## config.mk

```make
export PLATFORM = sky130hd
export DESIGN_NAME = usb_tx_serializer
export DESIGN_NICKNAME = d
export VERILOG_FILES = /design/src/rtl/usb_tx_pkg.sv /design/src/rtl/usb_tx_bit_timer.sv /design/src/rtl/usb_tx_serializer.sv
export SDC_FILE = /design/constraint.sdc
export NUM_CORES = 1
export LEC_CHECK = 0
export CAP_MARGIN = 0
export CELL_PAD_IN_SITES_DETAIL_PLACEMENT = 0
export CELL_PAD_IN_SITES_GLOBAL_PLACEMENT = 2
export CORE_UTILIZATION = 32
export CTS_CLUSTER_DIAMETER = 200
export DETAILED_ROUTE_END_ITERATION = 12
export GPL_TIMING_DRIVEN = 0
export PLACE_DENSITY_LB_ADDON = 0.1
export SYNTH_ARGS = -nofsm -noshare
export SYNTH_HDL_FRONTEND = slang
export SYNTH_SLANG_ARGS = --single-unit
export TNS_END_PERCENT = 50
```

## constraint.sdc

```tcl
create_clock -name clk -period 2 [get_ports clk]
set_clock_uncertainty 0.1 [all_clocks]
set_input_delay 0.2 -clock clk [delete_from_list [all_inputs] [get_ports clk]]
set_output_delay 0.2 -clock clk [all_outputs]
set_load 0.02 [all_outputs]
```

## src/rtl/usb_tx_pkg.sv

```systemverilog
// Shared types and constants for the USB transmit serializer.
package usb_tx_pkg;

  typedef enum logic [2:0] {
    ST_IDLE = 3'd0,
    ST_SYNC = 3'd1,
    ST_DATA = 3'd2,
    ST_EOP  = 3'd3,
    ST_JBIT = 3'd4
  } tx_state_t;

  localparam logic [7:0]  SYNC_BYTE   = 8'h80;
  localparam int unsigned STUFF_LIMIT = 6;
  localparam int unsigned EOP_BITS    = 2;

endpackage

```

## src/rtl/usb_tx_bit_timer.sv

```systemverilog
// Bit-period counter; flag_8 is a registered decode of the last count of each bit time.
module usb_tx_bit_timer #(
  parameter int unsigned CLKS_PER_BIT = 8
) (
  input  logic clk,
  input  logic n_rst,
  input  logic run,
  output logic flag_8
);

  localparam int unsigned CNT_W = (CLKS_PER_BIT > 1) ? $clog2(CLKS_PER_BIT) : 1;
  localparam logic [CNT_W-1:0] LAST_CNT = CNT_W'(CLKS_PER_BIT - 1);

  logic [CNT_W-1:0] count_q;
  logic [CNT_W-1:0] count_d;

  // Counter is parked at zero whenever the serializer is idle.
  always_comb begin
    count_d = '0;
    if (run) begin
      count_d = (count_q == LAST_CNT) ? '0 : count_q + CNT_W'(1);
    end
  end

  always_ff @(posedge clk or negedge n_rst) begin
    if (!n_rst) begin
      count_q <= '0;
      flag_8  <= 1'b0;
    end else begin
      count_q <= count_d;
      flag_8  <= run && (count_d == LAST_CNT);
    end
  end

endmodule

```

## src/rtl/usb_tx_serializer.sv

```systemverilog
// USB TX serializer: SYNC + LSB-first data with bit stuffing, then EOP and a closing J,
// feeding the downstream NRZI encoder's d_orig/pause/eop/flag_8 inputs.
module usb_tx_serializer
  import usb_tx_pkg::*;
#(
  parameter int unsigned CLKS_PER_BIT = 8
) (
  input  logic       clk,
  input  logic       n_rst,
  input  logic [7:0] tx_data,
  input  logic       tx_valid,
  input  logic       tx_last,
  output logic       tx_ready,
  output logic       tx_busy,
  output logic       tx_error,
  output logic       flag_8,
  output logic       d_orig,
  output logic       pause,
  output logic       eop
);

  localparam int unsigned STUFF_W = $clog2(STUFF_LIMIT + 1);
  localparam int unsigned EOP_W   = (EOP_BITS > 1) ? $clog2(EOP_BITS) : 1;

  tx_state_t         state_q, state_d;
  logic [7:0]        shift_q, shift_d;
  logic [2:0]        bit_idx_q, bit_idx_d;
  logic [STUFF_W-1:0] ones_q, ones_d;
  logic [EOP_W-1:0]  eop_cnt_q, eop_cnt_d;
  logic              last_q, last_d;
  logic              d_orig_q, d_orig_d;
  logic              pause_q, pause_d;
  logic              eop_q, eop_d;
  logic              tx_error_q, tx_error_d;
  logic              tx_busy_q;
  logic              stuff_due;

  usb_tx_bit_timer #(
    .CLKS_PER_BIT(CLKS_PER_BIT)
  ) u_bit_timer (
    .clk   (clk),
    .n_rst (n_rst),
    .run   (state_q != ST_IDLE),
    .flag_8(flag_8)
  );

  assign stuff_due = (ones_q == STUFF_W'(STUFF_LIMIT));

  always_ff @(posedge clk or negedge n_rst) begin
    if (!n_rst) begin
      state_q    <= ST_IDLE;
      shift_q    <= '0;
      bit_idx_q  <= '0;
      ones_q     <= '0;
      eop_cnt_q  <= '0;
      last_q     <= 1'b0;
      d_orig_q   <= 1'b1;
      pause_q    <= 1'b1;
      eop_q      <= 1'b0;
      tx_error_q <= 1'b0;
      tx_busy_q  <= 1'b0;
    end else begin
      state_q    <= state_d;
      shift_q    <= shift_d;
      bit_idx_q  <= bit_idx_d;
      ones_q     <= ones_d;
      eop_cnt_q  <= eop_cnt_d;
      last_q     <= last_d;
      d_orig_q   <= d_orig_d;
      pause_q    <= pause_d;
      eop_q      <= eop_d;
      tx_error_q <= tx_error_d;
      tx_busy_q  <= (state_d != ST_IDLE);
    end
  end

  // Next-state logic; line outputs only move on a bit strobe (except the idle start).
  always_comb begin
    state_d    = state_q;
    shift_d    = shift_q;
    bit_idx_d  = bit_idx_q;
    ones_d     = ones_q;
    eop_cnt_d  = eop_cnt_q;
    last_d     = last_q;
    d_orig_d   = d_orig_q;
    pause_d    = pause_q;
    eop_d      = eop_q;
    tx_error_d = 1'b0;
    tx_ready   = 1'b0;

    case (state_q)
      ST_IDLE: begin
        if (tx_valid) begin
          state_d   = ST_SYNC;
          shift_d   = SYNC_BYTE;
          d_orig_d  = SYNC_BYTE[0];
          pause_d   = 1'b0;
          eop_d     = 1'b0;
          bit_idx_d = '0;
          ones_d    = '0;
          last_d    = 1'b0;
        end
      end

      ST_SYNC, ST_DATA: begin
        if (flag_8) begin
          if (stuff_due) begin
            // Stuff slot: hold the byte position, break the run of ones.
            d_orig_d = 1'b0;
            ones_d   = '0;
          end else if (bit_idx_q != 3'd7) begin
            shift_d   = shift_q >> 1;
            bit_idx_d = bit_idx_q + 3'd1;
            d_orig_d  = shift_q[1];
            ones_d    = shift_q[1] ? ones_q + STUFF_W'(1) : '0;
          end else if ((state_q == ST_SYNC) || !last_q) begin
            tx_ready = 1'b1;
            if (tx_valid) begin
              state_d   = ST_DATA;
              shift_d   = tx_data;
              last_d    = tx_last;
              bit_idx_d = '0;
              d_orig_d  = tx_data[0];
              ones_d    = tx_data[0] ? ones_q + STUFF_W'(1) : '0;
            end else begin
              tx_error_d = 1'b1;
              eop_d      = 1'b1;
              eop_cnt_d  = '0;
              state_d    = ST_EOP;
            end
          end else begin
            eop_d     = 1'b1;
            eop_cnt_d = '0;
            state_d   = ST_EOP;
          end
        end
      end

      ST_EOP: begin
        if (flag_8) begin
          if (eop_cnt_q == EOP_W'(EOP_BITS - 1)) begin
            eop_d   = 1'b0;
            state_d = ST_JBIT;
          end else begin
            eop_cnt_d = eop_cnt_q + EOP_W'(1);
          end
        end
      end

      ST_JBIT: begin
        if (flag_8) begin
          pause_d = 1'b1;
          state_d = ST_IDLE;
        end
      end

      default: state_d = ST_IDLE;
    endcase
  end

  assign d_orig   = d_orig_q;
  assign pause    = pause_q;
  assign eop      = eop_q;
  assign tx_error = tx_error_q;
  assign tx_busy  = tx_busy_q;

endmodule
```

==> results.md, run 1 <==
| Metric | Value |
| --- | --- |
| Outcome | completed |
| Drt first-iter violations | 63 |
| Largest buffer count on any clock path | 2 |
| Max transition margin | 0.575 |
| H-tree lvl count | 1 |
| Post-Syn Nets | 155 |
| Ys async rst share | 1.00 |
| Clock buffers created by TritonCTS | 3 |
| Routed via count divided by cell count | 5.21 |
| CTS root buffer | sky130_fd_sc_hd__clkbuf_8 |
| Highest clock rate | 0.517 GHz |
| Final hold viol count | 0 |
| DRC violations left | 0 |
| LEAKAGE | 0.807 nW |
| Warnings, synthesis | 0 |
| Post-route cell area | 1920 um2 |
| Number of top-level pins | 19 |
| Layout area overhead | 29.2% |
| Hold WC Path Type | in -> reg |
| Setup crit start kind | flip-flop |
| Area taken by multi-input logic gates | 822 um2 |
| Worst endpoint data arrival time | 2.01 ns |
| Number of synthesized register bits | 27 |
| Routed Wire Length | 3.40 mm |
| Final critical delay including setup and external delays | 1.94 ns |
| Summed instance area of the synthesized netlist | 1490 um2 |
| Most used flip-flop cell after synthesis | sky130_fd_sc_hd__dfrtp_1 |
| Placed cell area | 1740 um2 |
| Final max-slew violation count | 0 |
| Site row count | 24 |
| Biggest fanout along the worst timing path | 5 |
| Core ar. | 4410 um2 |
| Post-layout total power | 1.93 mW |
| Clock sinks | 27 |
| Clock slew seen by the registers of the worst setup and hold paths | 0.09 ns |
| Post-detailed-route count of antenna-violating nets | 0 |
| Starting density of the core | 0.337 |
| Worst endpoint required time | 2.07 ns |
| Max-cap violations | 0 |
| Clock tree from TritonCTS | done |
| Cell count after synthesis | 137 |
| Via total after detailed routing | 1,146 |
| Actual transition at the worst max-transition pin | 0.634 ns |
| Horizontal die dimension | 70.2 um |
| RSZ-0062 raised after global routing | yes |
| Post-synth cell types | 49 |
| Final setup fails | 0 |
| Initial antenna violation count | 0 |
| Count of flip-flops with a built-in enable after synthesis | 0 |
| Synth Area per Inst | 10.9 um2 |
| Kind of end point of the critical path | flip-flop |
| Port Buffer Count | 18 |
| Register area share after synthesis | 0.455 |
| Die H | 70.2 um |
| Detail-routed net length per standard cell | 15.4 um |
| Area of the die | 4930 um2 |
| # diodes | 0 |
| First-pass iteration count of the detailed router | 4 |
| Final cell utilization of the core | 0.436 |
| Total congestion overflow | 0 |
| Worst supply voltage drop on vdd | 382 uV |
| Power density relative to cell area | 1000 nW/um2 |
| Number of inserted filler cells in the final layout | 449 |
| Critical setup path kind | reg -> reg |
| Share of cells above drive strength 1 | 0.196 |
| Net total in the final layout | 187 |
| Area taken by flip-flops and latches | 679 um2 |
| Largest net degree at the start of global routing | 28 |
| Post-DP HPWL | 2.34 mm |
| Fin crit share | 0.968 |
| Hold Worst Slack | 0.282 ns |
| Number of global-route vias before repair | 1,108 |
| Clock latency of the later-clocked register in the worst-skew pair | 0.27 ns |
| GRT Util Overall | 0.145 |
| Wire length of the first global-routing pass | 5.62 mm |
| RePlAce Congestion | 0.709 |
-- synthesized netlist by cell type, types with 2 or more instances --
cell	number	area (um2)
sky130_fd_sc_hd__dfrtp_1	25	626
sky130_fd_sc_hd__inv_1	10	37.5
sky130_fd_sc_hd__mux2i_1	8	80.1
sky130_fd_sc_hd__nand2_1	7	26.3
sky130_fd_sc_hd__ha_1	6	75.1
sky130_fd_sc_hd__o2bb2ai_1	6	52.6
sky130_fd_sc_hd__a21oi_1	5	25.0
sky130_fd_sc_hd__nor2b_1	5	31.3
sky130_fd_sc_hd__clkbuf_1	4	15.0
sky130_fd_sc_hd__nor2_1	4	15.0
sky130_fd_sc_hd__nor3_1	4	20.0
sky130_fd_sc_hd__a21o_1	3	22.5
sky130_fd_sc_hd__nand2b_1	3	18.8
sky130_fd_sc_hd__nand3_1	3	15.0
sky130_fd_sc_hd__a22o_1	2	17.5
sky130_fd_sc_hd__a32o_1	2	20.0
sky130_fd_sc_hd__a32oi_1	2	17.5
sky130_fd_sc_hd__and2_1	2	12.5
sky130_fd_sc_hd__buf_2	2	10.0
sky130_fd_sc_hd__dfstp_2	2	52.6
sky130_fd_sc_hd__nor4_1	2	12.5
sky130_fd_sc_hd__o21ai_0	2	10.0
sky130_fd_sc_hd__or2b_1	2	15.0
-- worst max-delay path, stage by stage (launching register included) --
cell                       delay (ns)
sky130_fd_sc_hd__dfrtp_1         0.37
sky130_fd_sc_hd__ha_2            0.20
sky130_fd_sc_hd__ha_4            0.15
sky130_fd_sc_hd__a21boi_4        0.22
sky130_fd_sc_hd__nand2_4         0.10
sky130_fd_sc_hd__buf_4           0.14
sky130_fd_sc_hd__or3_1           0.37
sky130_fd_sc_hd__a21o_1          0.19
-- final timing paths --
path / from / endpoint / slack, ns / cells after the start
worst max register to register: bit_idx_q[0] / eop_cnt_q / 0.06 / 7
worst max-delay path: bit_idx_q[0] / eop_cnt_q / 0.06 / 7
min in group asynchronous: n_rst / eop / 0.37 / 2
worst min-delay path: tx_valid / tx_error / 0.28 / 2
max in group asynchronous: n_rst / state_q[0] / 1.00 / 2
worst min register to register: u_bit_timer.count_q[0] / u_bit_timer.count_q[0] / 0.37 / 1
-- sequential cells by signal (all words and copies together), names as in the netlist --
register             count
shift_q                  7
bit_idx_q                3
ones_q                   3
state_q                  3
u_bit_timer.count_q      3
d_orig                   1
eop                      1
eop_cnt_q                1
last_q                   1
pause                    1
tx_busy                  1
tx_error                 1
u_bit_timer.flag_8       1
-- metal layers --
layer	vias up	GRT usage	routed length (um)	part of all wire
met1	556	0.207	1790	0.53
met3	2	0.0260	80	0.024
met5	-	0	0	0
met4	0	0.0467	19	0.0056
met2	15	0.222	1510	0.44
li1	573	-	-	-
-- layout by cell type, fill, tap and decap left out, types with 5 or more instances in the layout --
cell type,n
sky130_fd_sc_hd__dfrtp_1,24
sky130_fd_sc_hd__inv_1,10
sky130_fd_sc_hd__buf_4,8
sky130_fd_sc_hd__clkdlybuf4s50_1,15
sky130_fd_sc_hd__mux2i_1,8
sky130_fd_sc_hd__nor2b_1,5
sky130_fd_sc_hd__nand2_1,6
sky130_fd_sc_hd__a21oi_1,5
sky130_fd_sc_hd__o2bb2ai_1,6
-- report_power, final --
group	switching (mW)	internal, mW	leakage, nW
Sequential	0.123	0.723	0.338
Combinational	0.365	0.399	0.446
Clock	0.173	0.143	0.0228
-- through the flow --
stage	cells	TNS, ns	setup WS [ns]
floorplan	137	0	0.0522
global placement	207	-4.94	-0.676
detailed placement	207	-5.15	-0.676
CTS	213	0	0.0124
global route	220	-0.0292	-0.0222
finish	220	0	0.0642
-- cell type report --
| cell class | count | area share |
|---|---|---|
| clock buffers | 4 | 0.0234 |
| inverters | 10 | 0.0195 |
| well taps | 52 | 0.0338 |
| multi-input cells | 94 | 0.427 |
| flip-flops and latches | 27 | 0.353 |
| repair buffers | 27 | 0.129 |
| plain buffers | 6 | 0.0137 |
-- cells by family after synthesis --
| group | count (synthesis) | share of synthesized area |
|---|---|---|
| buffers and inverters | 16 | 0.0420 |
| adder cells (fa/ha/maj) | 6 | 0.0504 |
| multiplexers | 9 | 0.0639 |
| flip-flops | 27 | 0.455 |
| XOR/XNOR | 1 | 0.0109 |
| AND/OR/NAND/NOR | 39 | 0.151 |
| AO/OA/AOI/OAI | 39 | 0.226 |
-- repair_timing --
action	in CTS	in global routing
hold buffers	0	1
hold endpoints to repair	0	25
endpoints found under the setup margin	13	13
buffers inserted	2	6
resized for setup	12	12
pin swaps	1	3
No activity file was read; power rests on OpenSTA's default activity.
==> run 2, diff against run 1 <==
CORE_UTILIZATION = 36   (was 32)
DONT_BUFFER_PORTS = 1   (was unset)
==> run 2 against run 1 <==
Compared with the run above:
- die area shrank 11%
- first-iteration DRC count is 43% lower
- critical path depth decreased by 2
- via count down 7.2%
- hold slack lost 0.27 ns
- core utilization fell by 0.97 points
- cell count decreased by 12%
- count of clock-buffer cells in the layout is the same
- clock power about the same
- power fell by 6.7%
- highest routed layer unchanged
==> results.md, run 2 (synthesized netlist as in run 1, its figures left out) <==
| Metric | Value | Delta |
| --- | --- | --- |
| Net total in the final layout | 162 | -13% |
| Worst endpoint data arrival time | 1.64 ns | -0.37 ns |
| Final critical delay including setup and external delays | 1.94 ns | +0.00768 ns |
| Worst endpoint required time | 1.70 ns | -0.37 ns |
| Initial antenna violation count | 0 | unchanged |
| Worst supply voltage drop on vdd | 368 uV | -3.7% |
| Post-route met1 wirelength | 1.53 mm | -14% |
| Highest metal layer with signal wires | met4 |  |
| Clock tree from TritonCTS | done |  |
| LEAKAGE | 0.697 nW | -14% |
| Placed cell area | 1560 um2 | -11% |
| Port Buffer Count | 0 | -18 |
| Detail-routed net length per standard cell | 16.0 um | +3.4% |
| Die H | 66.3 um | -5.6% |
| Hold WC Path Type | in -> reg |  |
| Hold Worst Slack | 0.00859 ns | -0.274 ns |
| Highest clock rate | 0.515 GHz | -0.40% |
| Critical setup path kind | reg -> out |  |
| Actual transition at the worst max-transition pin | 0.641 ns | +0.00680 ns |
| Routed via count divided by cell count | 5.51 | +5.8% |
| Total congestion overflow | 0 | unchanged |
| Fin crit share | 0.972 | +0.00384 |
| Clock latency of the later-clocked register in the worst-skew pair | 0.28 ns | about the same |
| Share of cells above drive strength 1 | 0.168 | -0.0286 |
| Core ar. | 3970 um2 | -10% |
| Wire length of the first global-routing pass | 5.05 mm | -10% |
| Final setup fails | 0 | unchanged |
| RePlAce Congestion | 0.729 | +2.7% |
| Flip-flop count of the largest register after layout | 7 | unchanged |
| Detailed-routed wire length on met2 | 1.40 mm | -7.1% |
| DP Worst Slack | -0.275 ns | +0.401 ns |
| # diodes | 0 | unchanged |
| CTS root buffer | sky130_fd_sc_hd__clkbuf_8 |  |
| Clock buffers created by TritonCTS | 3 | unchanged |
| Post-layout total power | 1.80 mW | -6.7% |
| Outcome | completed |  |
| Commonest non-fill, non-tap cell in the layout | sky130_fd_sc_hd__dfrtp_1 |  |
| Area of the die | 4400 um2 | -11% |
| Max transition margin | 0.571 | -0.00455 |
| Layout area overhead | 13.7% |  |
| RSZ-0062 raised after global routing | yes |  |
| Final hold viol count | 0 | unchanged |
| Via total after detailed routing | 1,064 | -7.2% |
| Site row count | 23 | -4.2% |
| Biggest fanout along the worst timing path | 5 | unchanged |
| Drt first-iter violations | 36 | -43% |
| Number of global-route vias before repair | 1,007 | -9.1% |
| DRC violations left | 0 | unchanged |
| Setup crit start kind | flip-flop |  |
| Met3 Wirelength | 106 um | +33% |
| H-tree lvl count | 1 | unchanged |
| Horizontal die dimension | 66.3 um | -5.6% |
| Power density relative to cell area | 1060 nW/um2 | +6.1% |
| Clock sinks | 27 | unchanged |
| GRT Util Overall | 0.155 | +0.00974 |
| Post-detailed-route count of antenna-violating nets | 0 | unchanged |
| First-pass iteration count of the detailed router | 7 | +3 |
| Post-DP HPWL | 2.24 mm | -4.5% |
| Largest buffer count on any clock path | 2 | unchanged |
| Largest net degree at the start of global routing | 28 | unchanged |
| Kind of end point of the critical path | output port |  |
| Highest-count cells in the layout ignoring fill and taps | sky130_fd_sc_hd__dfrtp_1, sky130_fd_sc_hd__inv_1, sky130_fd_sc_hd__mux2i_1 |  |
| Largest Register | shift_q |  |
| Final max-slew violation count | 0 | unchanged |
| Starting density of the core | 0.375 | +0.0376 |
| Post-Route Setup TNS | 0 ns | unchanged |
| Routed Wire Length | 3.08 mm | -9.3% |
| Final setup margin | 0.0565 ns | -0.00768 ns |
| Number of top-level pins | 19 | unchanged |
| Post-route cell area | 1690 um2 | -12% |
| Max-cap violations | 0 | unchanged |
| Clock slew seen by the registers of the worst setup and hold paths | 0.10 ns | about the same |
-- run 2: changes by cell type in the layout (fill, tap and decap cells not counted) --
cell                              change
sky130_fd_sc_hd__buf_4                -8
sky130_fd_sc_hd__buf_2                -1
sky130_fd_sc_hd__ha_4                 -1
sky130_fd_sc_hd__o311ai_0             +1
sky130_fd_sc_hd__dlymetal6s2s_1       -1
sky130_fd_sc_hd__clkdlybuf4s50_1     -15
sky130_fd_sc_hd__nand2_1              -1
sky130_fd_sc_hd__buf_6                -1
sky130_fd_sc_hd__o311ai_1             -1
sky130_fd_sc_hd__buf_12               +1
sky130_fd_sc_hd__nand2_2              +1
sky130_fd_sc_hd__ha_1                 +1
-- run 2: final cells by class --
cell class,count,area [um2]
well taps,50,62.6
repair buffers,2,30.0
multi-input cells,94,812
inverters,10,37.5
fillers,390,2280
plain buffers,6,26.3
flip-flops and latches,27,679
clock buffers,4,45.0
-- run 2: what timing repair did --
| item | in CTS | in global routing |
|---|---|---|
| endpoints found under the setup margin | 10 | 15 |
| resized for setup | 8 | 7 |
| hold buffers | 2 | 0 |
| endpoints found under the hold margin | 27 | 0 |
| setup buffers | 0 | 0 |
| pin swaps | 1 | 1 |
-- run 2: metrics by stage --
step           utilization  std cells
2_1_floorplan            -        137
3_3_place_gp         0.392        187
3_5_place_dp         0.392        187
4_1_cts              0.421        193
5_1_grt              0.426        193
6_report             0.426        193
-- run 2: where the power goes --
group | total [mW] | internal, mW | switching, mW
registers | 0.870 | 0.724 | 0.146
clock network | 0.314 | 0.143 | 0.172
logic | 0.613 | 0.303 | 0.310
total | 1.80 | 1.17 | 0.628
-- run 2: final timing paths --
path / slack (ns) / to / cells past startpoint / start
setup / recovery: 0.06 / tx_ready / 5 / bit_idx_q[0]
hold / removal: 0.009 / tx_error / 1 / tx_valid
setup reg to reg: 0.07 / bit_idx_q[0] / 4 / state_q[0]
hold reg to reg: 0.36 / u_bit_timer.count_q[0] / 1 / u_bit_timer.count_q[0]
max in group asynchronous: 1.31 / d_orig / 2 / n_rst
min in group asynchronous: 0.24 / tx_busy / 2 / n_rst
-- run 2: critical path: stages (launching register included) --
cell	delay [ns]
sky130_fd_sc_hd__dfrtp_1	0.38
sky130_fd_sc_hd__ha_1	0.16
sky130_fd_sc_hd__ha_2	0.22
sky130_fd_sc_hd__a21boi_4	0.26
sky130_fd_sc_hd__nand2_4	0.10
sky130_fd_sc_hd__nor3_4	0.25
-- run 2: routing by layer --
metal  vias to the layer above  track usage
met1                       510        0.212
met3                         4       0.0310
met5                         -            0
met2                        21        0.236
li1                        529            -
met4                         0       0.0638
==> run 3, diff against run 2 <==
CTS_CLUSTER_DIAMETER = 150   (was 200)
==> results of run 3 <==
No change in the layout: final DEF, timing and power equal those of run 2.
